--- config.mk ---
export PLATFORM = sky130hd
export DESIGN_NAME = stream_fifo
export DESIGN_NICKNAME = d
export VERILOG_FILES = /design/src/rtl/stream_fifo.sv
export SDC_FILE = /design/constraint.sdc
export NUM_CORES = 1
export LEC_CHECK = 0
export BUFFER_PORTS_ARGS = -buffer_cell sky130_fd_sc_hd__buf_2
export CORE_ASPECT_RATIO = 0.6
export CORE_MARGIN = 3
export CORE_UTILIZATION = 45
export CTS_BUF_LIST = sky130_fd_sc_hd__clkbuf_2
export DETAILED_ROUTE_END_ITERATION = 7
export PLACE_DENSITY = 0.68
export RECOVER_POWER = 25
export SETUP_SLACK_MARGIN = 0.15
export SLEW_MARGIN = 40
export SYNTH_ARGS = -nofsm -noshare
export SYNTH_HDL_FRONTEND = slang
export SYNTH_SLANG_ARGS = --single-unit
--- constraint.sdc ---
create_clock -name clk -period 2.2 [get_ports clk]
set_input_delay 0.11 -clock clk [delete_from_list [all_inputs] [get_ports clk]]
set_output_delay 0.11 -clock clk [all_outputs]
set_load 0.02 [all_outputs]
--- src/rtl/stream_fifo.sv ---
// Order-preserving valid/ready FIFO between a stream source and sink.
// Occupancy is exported so stalls can be correlated with fill level.
module stream_fifo #(
  parameter int unsigned DW    = 32,
  parameter int unsigned DEPTH = 4,
  localparam int unsigned AW   = $clog2(DEPTH)
) (
  input  logic          clk,
  input  logic          rst,
  input  logic          up_valid,
  input  logic [DW-1:0] up_data,
  output logic          up_ready,
  output logic          down_valid,
  output logic [DW-1:0] down_data,
  input  logic          down_ready,
  output logic [AW:0]   count
);

  localparam logic [AW:0] FULL_CNT = (AW+1)'(DEPTH);

  logic [AW:0]   wr_ptr_q, wr_ptr_d;
  logic [AW:0]   rd_ptr_q, rd_ptr_d;
  logic [AW:0]   count_q, count_d;
  logic [DW-1:0] mem_q [DEPTH];
  logic          push_c;
  logic          pop_c;

  // Handshakes decode registered occupancy only; rst gating holds up_ready low in reset.
  assign up_ready   = rst & (count_q != FULL_CNT);
  assign down_valid = (count_q != '0);
  assign down_data  = mem_q[rd_ptr_q[AW-1:0]];
  assign count      = count_q;

  assign push_c = up_valid & up_ready;
  assign pop_c  = down_valid & down_ready;

  // Next-state for pointers and occupancy.
  always_comb begin
    wr_ptr_d = wr_ptr_q;
    rd_ptr_d = rd_ptr_q;
    count_d  = count_q;
    if (push_c) wr_ptr_d = wr_ptr_q + (AW+1)'(1);
    if (pop_c)  rd_ptr_d = rd_ptr_q + (AW+1)'(1);
    case ({push_c, pop_c})
      2'b10:   count_d = count_q + (AW+1)'(1);
      2'b01:   count_d = count_q - (AW+1)'(1);
      default: count_d = count_q;
    endcase
  end

  always_ff @(posedge clk or negedge rst) begin
    if (!rst) begin
      wr_ptr_q <= '0;
      rd_ptr_q <= '0;
      count_q  <= '0;
    end else begin
      wr_ptr_q <= wr_ptr_d;
      rd_ptr_q <= rd_ptr_d;
      count_q  <= count_d;
    end
  end

  // Storage is deliberately left unreset; stale words are never exposed.
  always_ff @(posedge clk) begin
    if (push_c) mem_q[wr_ptr_q[AW-1:0]] <= up_data;
  end

endmodule

==> results of run 1 <==
-- registers in the layout (all words and copies together), names as in the netlist --
name / count
count: 3
wr_ptr_q: 2
mem_q: 128
rd_ptr_q: 2
-- worst register-to-register path, delay by kind of cell (launching register included) --
family	cells	cell delay, ps
compound gates	1	90
xor+xnor	2	300
flops	1	490
simple gates	2	260
buf+inv	2	150
fa+ha+maj	2	560
-- cell families after synthesis --
logic type               count (synthesis)  synth area share [%]
AND/OR/NAND/NOR                          9                 0.909
buffers and inverters                   14                  2.21
XOR/XNOR                                 6                  1.03
adder cells (fa/ha/maj)                  6                  1.62
flip-flops                             135                  78.9
multiplexers                            34                  14.9
AO/OA/AOI/OAI                            3                 0.491
-- cells in the final DEF (no fill, tap or decap), types with 4 or more instances in the layout --
master         instances
and2_2                 4
buf_12                 7
buf_2                 19
buf_4                  7
buf_6                 32
bufinv_16              5
clkbuf_1              21
clkbuf_2              18
dfrtp_1                4
dlygate4sd3_1         36
edfxtp_1             128
ha_1                   4
inv_1                  6
mux4_2                32
-- metrics by stage --
stage                     std cells  power (mW)  hold WS, ps
after detailed placement        417        5.86        -33.9
after global placement          417        5.83        -37.6
after global routing            496        8.89          168
after floorplan                 207        5.14         -186
final                           496        8.44          234
after CTS                       490        8.32          143
-- worst max path at each step --
stage / from / end / slack [ps] / depth (start not counted)
2_1_floorplan: count[0]$_DFFE_PN0P_ / count[2]$_DFFE_PN0P_ / 310 / 9
3_3_place_gp: count[0]$_DFFE_PN0P_ / count[2]$_DFFE_PN0P_ / 320 / 9
3_5_place_dp: count[0]$_DFFE_PN0P_ / count[2]$_DFFE_PN0P_ / 270 / 9
4_1_cts: rd_ptr_q[0]$_DFFE_PN0P_ / down_data[9] / -9 / 4
5_1_grt: rd_ptr_q[0]$_DFFE_PN0P_ / down_data[13] / -90 / 4
6_report: rd_ptr_q[0]$_DFFE_PN0P_ / down_data[9] / 70 / 4
-- area by class of cell --
class                   instances  area share (%)
flip-flops and latches        135            60.3
clock buffers                  18            1.35
multi-input cells              58            14.6
inverters                       6           0.338
repair buffers                126            17.8
clock inverters                14            3.08
well taps                     139            2.61
-- power groups by stage --
stage | sequential (mW) | combinational (mW) | clock [mW]
4_1_cts | 3.31 | 3.25 | 1.77
2_1_floorplan | 3.33 | 1.81 | 0
3_5_place_dp | 3.36 | 2.50 | 0
3_3_place_gp | 3.35 | 2.48 | 0
5_1_grt | 3.35 | 3.66 | 1.88
6_report | 3.32 | 3.41 | 1.72
-- layer usage --
layer	part of all wire, %	global-route usage (%)	up-vias
met5	0	0	-
met4	0.25	4.36	0
met3	5.7	5.51	4
met2	48	24.8	75
met1	46	22.3	1290
li1	-	-	1140
-- what timing repair did --
| item | CTS | global route |
|---|---|---|
| cloned | 3 | 0 |
| buffers inserted | 2 | 6 |
| pin swaps | 0 | 1 |
| setup endpoints to repair | 32 | 34 |
| resized for setup | 58 | 20 |
| hold endpoints to repair | 141 | 0 |
| hold buffers | 36 | 0 |
==> reports/results.txt, run 1 <==
Area of the multi-input gates -> 971 um^2
Total die area -> 12700 um^2
Leak Pwr -> 2.33 nW
Max-slew violations -> 0
Maximum vdd ir drop -> 0.000612 V
RSZ-0062 raised after global routing -> yes
Flop2flop setup slack -> 290 ps
Pre-CTS setup slack -> 265 ps
Worst hold start -> up_data[18]
Vias in the first global route -> 2638
Core footprint -> 10800 um^2
Clk_lat worst skew -> 620 ps
Crit path arrival time -> 2020 ps
WS Path Type -> reg2out
Sequential share of the synthesized area -> 78.9%
IO Pins -> 73
Final core occ -> 61.7%
Ys async rst share -> 5.19%
DP Area -> 5670 um^2
Via count -> 2509
DRT iter0 DRCs -> 148
CP bufs+invs -> 3
Worst-Margin Slew -> 377 ps
Reg2reg end -> count[2]$_DFFE_PN0P_
CTS tree -> built
Overall Global Routing Usage -> 16.1%
Critical-path cell list -> buf_12 > buf_16 > mux4_2 > buf_6
Area growth syn-to-layout -> 30.9%
Vias per cell -> 5.06
DRC Markers -> 0
CP startpoint kind -> register
Post-synth net total -> 249
Min Tclk post-route -> 2130 ps
Layout cells sized above 1 -> 39.5%
First-pass GRT wire length -> 14700 um
Mapped Cells -> 207
Initial antenna violation count -> 0
Reg power frac -> 39.3%
Pint -> 5.82 mW
Net Switching -> 2.62 mW
Number of port buffers -> 72
Cell accounting for the most synthesized area -> edfxtp_1
Ant diodes -> 0
Slowest CP cell -> mux4_2
Storage cell area -> 4020 um^2
Filler cells -> 808
Critical Path Fanout Max -> 7
Clock share of power -> 20.4%
Nets -> 386
ANT nets after route -> 0
Top cells by area, synth -> edfxtp_1 75%, mux4_2 12%, dfrtp_1 3.4%
MaxCap Viol Count -> 0
Crit-path max cell delay -> 530 ps
Sw Ratio -> 31.1%
CTS Buf Count -> 17
Hold depth -> 2
Ys flop type -> edfxtp_1
Crit path capture type -> primary output
YS warnings -> 0
FF-to-FF path depth -> 9
Worst flop-to-flop path startpoint -> count[0]$_DFFE_PN0P_
Worst EP required -> 2090 ps
Post-synthesis instance area -> 5090 um^2
Syn avg cell area -> 24.6 um^2
CTS H-Tree Depth -> 4
Die X -> 143 um
CP top delay family -> multiplexers
Post-synthesis cell type count -> 22
Starting Density -> 47.1%
Die Ht -> 88.4 um
Root buf cell -> clkbuf_2
CTS max path bufs -> 2
CTS Sinks -> 135
Maximum number of pins on one net before global-route repair -> 33
Final RePlAce weighted congestion -> 0.674
Clk slew on worst S/H paths -> 190 ps
Post-synth EDFFs -> 128
Power per Cell Area -> 1270 nW/um^2
Rows -> 29
Final Cell Area -> 6670 um^2
Hold crit path type -> in2reg
Synth top cells by count -> 128 x edfxtp_1, 28 x mux4_2, 7 x dfrtp_1
Worst hold endpoint -> mem_q[1][18]$_DFFE_PP_
Tcrit/Tclk final -> 96.7%
GRT overflow -> 0
Run status -> finished clean
Final Hold Fails -> 0
Clk_skew -> 27.6 ps
Seq cells post-synth -> 135
Max Clk Rate -> 0.470 GHz
Share of the synthesized area in the top cell type -> 75.4%
HPWL after DPL -> 5240 um
Gate power share -> 40.3%
Count leader, synth -> edfxtp_1
Setup-failing EPs final -> 0
Slack of the critical path -> 71.7 ps
Max-slew headroom -> 74.9%
Post-Route WL -> 9470 um
Setup total negative slack -> 0 ps
Wirelength per Cell -> 19.1 um
Pre-antenna DRT Iters -> 4
Note: power is estimated with default switching activity, not from simulation.
==> run 2: changes to the inputs <==
--- a/config.mk
+++ b/config.mk
@@ -13,7 +13,7 @@
 export DETAILED_ROUTE_END_ITERATION = 7
 export PLACE_DENSITY = 0.68
 export RECOVER_POWER = 25
-export SETUP_SLACK_MARGIN = 0.15
+export SETUP_SLACK_MARGIN = 0.5
 export SLEW_MARGIN = 40
 export SYNTH_ARGS = -nofsm -noshare
 export SYNTH_HDL_FRONTEND = slang
==> run 2 against run 1 <==
Compared with the run above:
- power is 8.6% lower
- sequential share of layout area up 1.3 points
- sequential power hardly changed
- fmax down 0.39%
- setup slack worse by 8.4 ps
- via count down 0.40%
- hold slack better by 7.3 ps
- cell count unchanged
- clock skew down 2.7 ps
- non-clock buffer count is the same
==> reports/results.txt, run 2 (synthesis gave the netlist of run 1 again) <==
Run status -> finished clean (unchanged)
Area growth syn-to-layout -> 28.1% (was 30.9%)
Starting Density -> 47.1% (unchanged)
Min Tclk post-route -> 2140 ps (was 2130 ps)
Critical-path cell list -> buf_12 > buf_16 > mux4_2 > buf_6 (unchanged)
Pre-CTS setup slack -> 328 ps (was 265 ps)
Nets -> 386 (unchanged)
Ant diodes -> 0 (unchanged)
FF-to-FF path depth -> 9 (unchanged)
RSZ-0062 raised after global routing -> yes (unchanged)
Die Ht -> 88.4 um (unchanged)
Worst hold endpoint -> mem_q[3][27]$_DFFE_PP_ (was mem_q[1][18]$_DFFE_PP_)
CTS H-Tree Depth -> 4 (unchanged)
Final RePlAce weighted congestion -> 0.711 (was 0.674)
CTS Buf Count -> 17 (unchanged)
Total die area -> 12700 um^2 (unchanged)
Initial antenna violation count -> 0 (unchanged)
DRC Markers -> 0 (unchanged)
Leak Pwr -> 2.29 nW (was 2.33 nW)
CP bufs+invs -> 3 (unchanged)
Die X -> 143 um (unchanged)
Crit path capture type -> primary output (unchanged)
Critical Path Fanout Max -> 6 (was 7)
Commonest non-fill, non-tap cells in the layout -> 128 x edfxtp_1, 36 x dlygate4sd3_1, 29 x buf_6 (was 128 x edfxtp_1, 36 x dlygate4sd3_1, 32 x mux4_2, 32 x buf_6, 21 x clkbuf_1)
MaxCap Viol Count -> 0 (unchanged)
Wirelength per Cell -> 18.4 um (was 19.1 um)
Worst-Margin Slew -> 387 ps (was 377 ps)
Slowest CP cell -> mux4_2 (unchanged)
Reg2reg end -> count[2]$_DFFE_PN0P_ (unchanged)
CTS tree -> built (unchanged)
Core footprint -> 10800 um^2 (unchanged)
Via count -> 2499 (was 2509)
Layout cells sized above 1 -> 40.6% (was 39.5%)
Area of the multi-input gates -> 1010 um^2 (was 971 um^2)
Dpl cells -> 419 (was 417)
Slack of the critical path -> 63.3 ps (was 71.7 ps)
GRT overflow -> 0 (unchanged)
Crit path arrival time -> 2030 ps (was 2020 ps)
Final core occ -> 60.4% (was 61.7%)
Vias in the first global route -> 2651 (was 2638)
Max-slew headroom -> 74.2% (was 74.9%)
Overall Global Routing Usage -> 15.2% (was 16.1%)
WS Path Type -> reg2out (unchanged)
Setup-failing EPs final -> 0 (unchanged)
Maximum vdd ir drop -> 0.000564 V (was 0.000612 V)
Storage cell area -> 4020 um^2 (about the same)
CTS Sinks -> 135 (unchanged)
Clk_skew -> 24.9 ps (was 27.6 ps)
First-pass GRT wire length -> 13900 um (was 14700 um)
Pre-antenna DRT Iters -> 4 (unchanged)
IO Pins -> 73 (unchanged)
Clk slew on worst S/H paths -> 180 ps (was 190 ps)
Post-Route WL -> 9110 um (was 9470 um)
Flop2flop setup slack -> 340 ps (was 290 ps)
Hold depth -> 2 (unchanged)
Vias per cell -> 5.04 (was 5.06)
CP top delay family -> multiplexers (unchanged)
Max Clk Rate -> 0.468 GHz (was 0.470 GHz)
Commonest non-fill, non-tap cell in the layout -> edfxtp_1 (unchanged)
ANT nets after route -> 0 (unchanged)
Root buf cell -> clkbuf_2 (unchanged)
Clk_lat worst skew -> 620 ps (about the same)
Final Hold Fails -> 0 (unchanged)
CP startpoint kind -> register (unchanged)
Tcrit/Tclk final -> 97.1% (was 96.7%)
HPWL after DPL -> 5330 um (was 5240 um)
Number of port buffers -> 72 (unchanged)
CTS max path bufs -> 2 (unchanged)
Maximum number of pins on one net before global-route repair -> 32 (was 33)
Hold crit path type -> in2reg (unchanged)
Worst EP required -> 2090 ps (about the same)
Layout Cells excl Fill -> 496 (unchanged)
Max-slew violations -> 0 (unchanged)
Crit-path max cell delay -> 550 ps (was 530 ps)
Setup total negative slack -> 0 ps (unchanged)
DRT iter0 DRCs -> 106 (was 148)
Worst flop-to-flop path startpoint -> count[1]$_DFFE_PN0P_ (was count[0]$_DFFE_PN0P_)
Max reg flops -> 128 (unchanged)
Filler cells -> 814 (was 808)
Rows -> 29 (unchanged)
Worst hold start -> up_data[27] (was up_data[18])
Power per Cell Area -> 1180 nW/um^2 (was 1270 nW/um^2)
## run 2: cell type report
class	count	share of cell area (%)
inverters	6	0.345
well taps	139	2.66
clock buffers	22	1.69
flip-flops and latches	135	61.6
repair buffers	126	17.0
multi-input cells	58	15.5
clock inverters	10	1.25
## run 2: how the worst max path moves through the flow
stage	start	end	slack, ps	depth (start not counted)
6_report	rd_ptr_q[0]$_DFFE_PN0P_	down_data[4]	60	4
5_1_grt	rd_ptr_q[0]$_DFFE_PN0P_	down_data[4]	-90	4
4_1_cts	rd_ptr_q[0]$_DFFE_PN0P_	down_data[4]	-40	3
3_5_place_dp	count[1]$_DFFE_PN0P_	count[2]$_DFFE_PN0P_	330	9
3_3_place_gp	count[1]$_DFFE_PN0P_	count[2]$_DFFE_PN0P_	400	9
2_1_floorplan	count[1]$_DFFE_PN0P_	count[2]$_DFFE_PN0P_	430	9
## run 2: worst register-to-register path, delay by kind of cell (launching register included)
kind / cells / cell delay (ps)
DFF: 1 / 490
adders and majority gates: 2 / 460
buffers and inverters: 2 / 110
xor gates and xnor gates: 2 / 340
and+or+nand+nor: 2 / 300
AOI/OAI and AO/OA: 1 / 80
## run 2: through the flow
step	hold WS [ps]	cell area (um^2)	power (mW)
after floorplan	-186	5110	5.16
after global placement	-38.5	5670	5.84
after detailed placement	-30.8	5670	5.87
after CTS	136	6340	7.38
after global routing	169	6530	8.16
final	242	6530	7.72
## run 2: power breakdown
part,leakage (nW),internal (mW),total [mW],switching (mW)
Sequential,1.24,3.16,3.30,0.140
Combinational,0.922,1.64,3.20,1.56
Clock,0.129,0.415,1.23,0.813
Total,2.29,5.21,7.72,2.51
## run 2: what timing repair did
action,in CTS,in global routing
gates resized for setup,28,36
endpoints found under the setup margin,79,59
setup buffers,3,3
cloned,0,3
pin swaps,4,6
hold buffers,36,0
hold endpoints to repair,141,0
## run 2: routing by layer
layer  track usage (%)  routed length (um)  part of all wire, %
met5                 0                   0                    0
met2              24.2                4340                   48
met1              20.1                4130                   45
met3              4.81                 589                  6.5
met4              5.90                  54                 0.59
==> run 3: changes to the inputs <==
--- a/config.mk
+++ b/config.mk
@@ -5,6 +5,7 @@
 export SDC_FILE = /design/constraint.sdc
 export NUM_CORES = 1
 export LEC_CHECK = 0
+export ABC_AREA = 1
 export BUFFER_PORTS_ARGS = -buffer_cell sky130_fd_sc_hd__buf_2
 export CORE_ASPECT_RATIO = 0.6
 export CORE_MARGIN = 3
==> run 3 against run 2 <==
Compared with the run above:
- highest routed layer unchanged
- synthesized cell count increased by 95%
- fmax up 4.0%
- largest cell class unchanged
- area after synthesis grew 4.6%
- power increased by 19%
- setup slack better by 82 ps
- clock-buffer cell count fell by 1
- largest power group is now combinational logic
- hold slack got worse by 18 ps
- sequential share of layout area shrank 4.8 points
- core utilization grew 1.5 points
==> reports/results.txt, run 3 <==
Final core occ -> 61.9% (was 60.4%)
Final RePlAce weighted congestion -> 0.800 (was 0.711)
Maximum vdd ir drop -> 0.000605 V (was 0.000564 V)
Overall Global Routing Usage -> 18.5% (was 15.2%)
Root buf cell -> clkbuf_2 (unchanged)
Post-synth EDFFs -> 128 (unchanged)
Final Cell Area -> 7090 um^2 (was 6530 um^2)
CTS Buf Count -> 17 (unchanged)
CTS max path bufs -> 2 (unchanged)
Max-slew violations -> 0 (unchanged)
IO Pins -> 73 (unchanged)
Worst-Margin Slew -> 420 ps (was 387 ps)
Nets -> 586 (was 386)
Initial antenna violation count -> 0 (unchanged)
Clk_skew -> 27.3 ps (was 24.9 ps)
Final Hold Fails -> 0 (unchanged)
Ys flop type -> edfxtp_1 (unchanged)
RSZ-0062 raised after global routing -> yes (unchanged)
YS warnings -> 0 (unchanged)
MaxCap Viol Count -> 0 (unchanged)
Min Tclk post-route -> 2050 ps (was 2140 ps)
Crit path arrival time -> 1940 ps (was 2030 ps)
Max Clk Rate -> 0.487 GHz (was 0.468 GHz)
Pre-CTS setup slack -> 398 ps (was 328 ps)
Top cells by area, synth -> edfxtp_1 72%, o21ai_1 8.4%, nor2_1 7.1% (was edfxtp_1 75%, mux4_2 12%, dfrtp_1 3.4%)
Worst EP required -> 2090 ps (about the same)
Setup-failing EPs final -> 0 (unchanged)
Mapped Cells -> 403 (was 207)
Clk_lat worst skew -> 640 ps (was 620 ps)
Post-Route WL -> 12200 um (was 9110 um)
Rows -> 30 (was 29)
DP Area -> 5930 um^2 (was 5670 um^2)
GRT overflow -> 0 (unchanged)
Hold_ws -> 224 ps (was 242 ps)
CP startpoint kind -> register (unchanged)
Cell accounting for the most synthesized area -> edfxtp_1 (unchanged)
Commonest non-fill, non-tap cell in the layout -> edfxtp_1 (unchanged)
DRT iter0 DRCs -> 298 (was 106)
ANT nets after route -> 0 (unchanged)
Pre-antenna DRT Iters -> 4 (unchanged)
Maximum number of pins on one net before global-route repair -> 34 (was 32)
Via count -> 3570 (was 2499)
Post-synthesis instance area -> 5330 um^2 (was 5090 um^2)
HPWL after DPL -> 5970 um (was 5330 um)
CTS Sinks -> 135 (unchanged)
Critical Path Fanout Max -> 4 (was 6)
Ant diodes -> 0 (unchanged)
Wirelength per Cell -> 17.1 um (was 18.4 um)
Count leader, synth -> edfxtp_1 (unchanged)
Tcrit/Tclk final -> 93.4% (was 97.1%)
Area growth syn-to-layout -> 32.9% (was 28.1%)
Hold crit path type -> in2reg (unchanged)
Crit path capture type -> primary output (unchanged)
Core footprint -> 11400 um^2 (was 10800 um^2)
CTS tree -> built (unchanged)
Power, Total -> 9.22 mW (was 7.72 mW)
Vias in the first global route -> 3602 (was 2651)
Share of the synthesized area in the top cell type -> 72.1% (was 75.4%)
Total die area -> 13200 um^2 (was 12700 um^2)
Max-slew headroom -> 72.0% (was 74.2%)
Post-synth net total -> 445 (was 249)
Layout cells sized above 1 -> 27.8% (was 40.6%)
Clk slew on worst S/H paths -> 180 ps (about the same)
WS Path Type -> reg2out (unchanged)
Number of port buffers -> 72 (unchanged)
Die X -> 147 um (was 143 um)
Post-synthesis cell type count -> 19 (was 22)
First-pass GRT wire length -> 18800 um (was 13900 um)
Synth top cells by count -> 128 x edfxtp_1, 101 x nor2_1, 89 x o21ai_1 (was 128 x edfxtp_1, 28 x mux4_2, 7 x dfrtp_1)
Vias per cell -> 5.01 (was 5.04)
Sequential share of the synthesized area -> 75.4% (was 78.9%)
CTS H-Tree Depth -> 4 (unchanged)
Syn avg cell area -> 13.2 um^2 (was 24.6 um^2)
DRC Markers -> 0 (unchanged)
Run status -> finished clean (unchanged)
Starting Density -> 46.6% (was 47.1%)
Die Ht -> 90.3 um (was 88.4 um)
Commonest non-fill, non-tap cells in the layout -> 128 x edfxtp_1, 90 x nor2_1, 79 x o21ai_1 (was 128 x edfxtp_1, 36 x dlygate4sd3_1, 29 x buf_6)
Slack of the critical path -> 146 ps (was 63.3 ps)
Max reg flops -> 128 (unchanged)
Ys async rst share -> 5.19% (unchanged)
Leak Pwr -> 2.58 nW (was 2.29 nW)
Power per Cell Area -> 1300 nW/um^2 (was 1180 nW/um^2)
Seq cells post-synth -> 135 (unchanged)
[run 3: cell count changes after synthesis, sizes merged, moves of 3 or more]
cell / previous run / this run
nor2: 2 / 101
nand3: 0 / 4
nand2: 2 / 19
inv: 6 / 15
o21ai: 0 / 97
and2: 4 / 0
xor2: 3 / 0
mux4: 32 / 0
nand4: 0 / 3
buf: 7 / 18
[run 3: critical path, cell delays in order (launching register included)]
cell	delay [ps]
dfrtp_2	530
inv_6	130
buf_12	110
buf_16	100
o21ai_1	50
o21ai_1	190
buf_4	180
[run 3: final timing paths]
path	startpoint	endpoint	slack (ps)	cells after the start
max	rd_ptr_q[0]$_DFFE_PN0P_	down_data[19]	150	6
min	up_data[0]	mem_q[3][0]$_DFFE_PP_	220	2
max reg2reg	count[1]$_DFFE_PN0P_	count[2]$_DFFE_PN0P_	480	10
min reg2reg	wr_ptr_q[0]$_DFFE_PN0P_	wr_ptr_q[0]$_DFFE_PN0P_	580	2
max in group asynchronous	rst	count[1]$_DFFE_PN0P_	1400	3
min in group asynchronous	rst	count[0]$_DFFE_PN0P_	520	3
[run 3: cell families (layout without fill, tap and decap cells)]
| kind of cell | count (synthesis) | after routing | synth area share [%] |
|---|---|---|---|
| adders and majority gates | 6 | 6 | 1.55 |
| DFF | 135 | 135 | 75.4 |
| buffers and inverters | 36 | 186 | 4.39 |
| AOI/OAI and AO/OA | 98 | 98 | 9.25 |
| xor gates and xnor gates | 1 | 1 | 0.164 |
| and+or+nand+nor | 127 | 127 | 9.27 |
[run 3: what timing repair did]
| item | in CTS | in global routing |
|---|---|---|
| pin swaps | 2 | 9 |
| cloned | 6 | 4 |
| hold buffers | 36 | 0 |
| endpoints found under the hold margin | 142 | 0 |
| setup buffers | 11 | 5 |
| resized for setup | 38 | 42 |
| setup endpoints to repair | 36 | 36 |
[run 3: layout make-up]
class	count	area (um^2)
repair inverters	1	3.75
well taps	160	200
flip-flops and latches	135	4030
clock inverters	7	82.6
repair buffers	142	1360
multi-input cells	232	1240
fillers	872	4360
inverters	15	66.3
clock buffers	21	105
[run 3: routing by layer]
layer | vias up | GRT usage [%] | wire, um
met5 | - | 0 | 0
met4 | 0 | 5.95 | 62
met3 | 7 | 5.37 | 1010
met2 | 128 | 28.6 | 5650
met1 | 1712 | 25.5 | 5470
li1 | 1723 | - | -
[run 3: stage by stage]
step	std cells	TNS [ps]
CTS	704	0
finish	713	0
global placement	623	0
floorplan	403	0
detailed placement	623	0
global route	713	-47.0
[run 3: where the power goes]
| part | internal [mW] | switching (mW) | total (mW) |
|---|---|---|---|
| Combinational | 2.05 | 2.58 | 4.63 |
| Clock | 0.501 | 0.798 | 1.30 |
| Sequential | 3.14 | 0.149 | 3.29 |
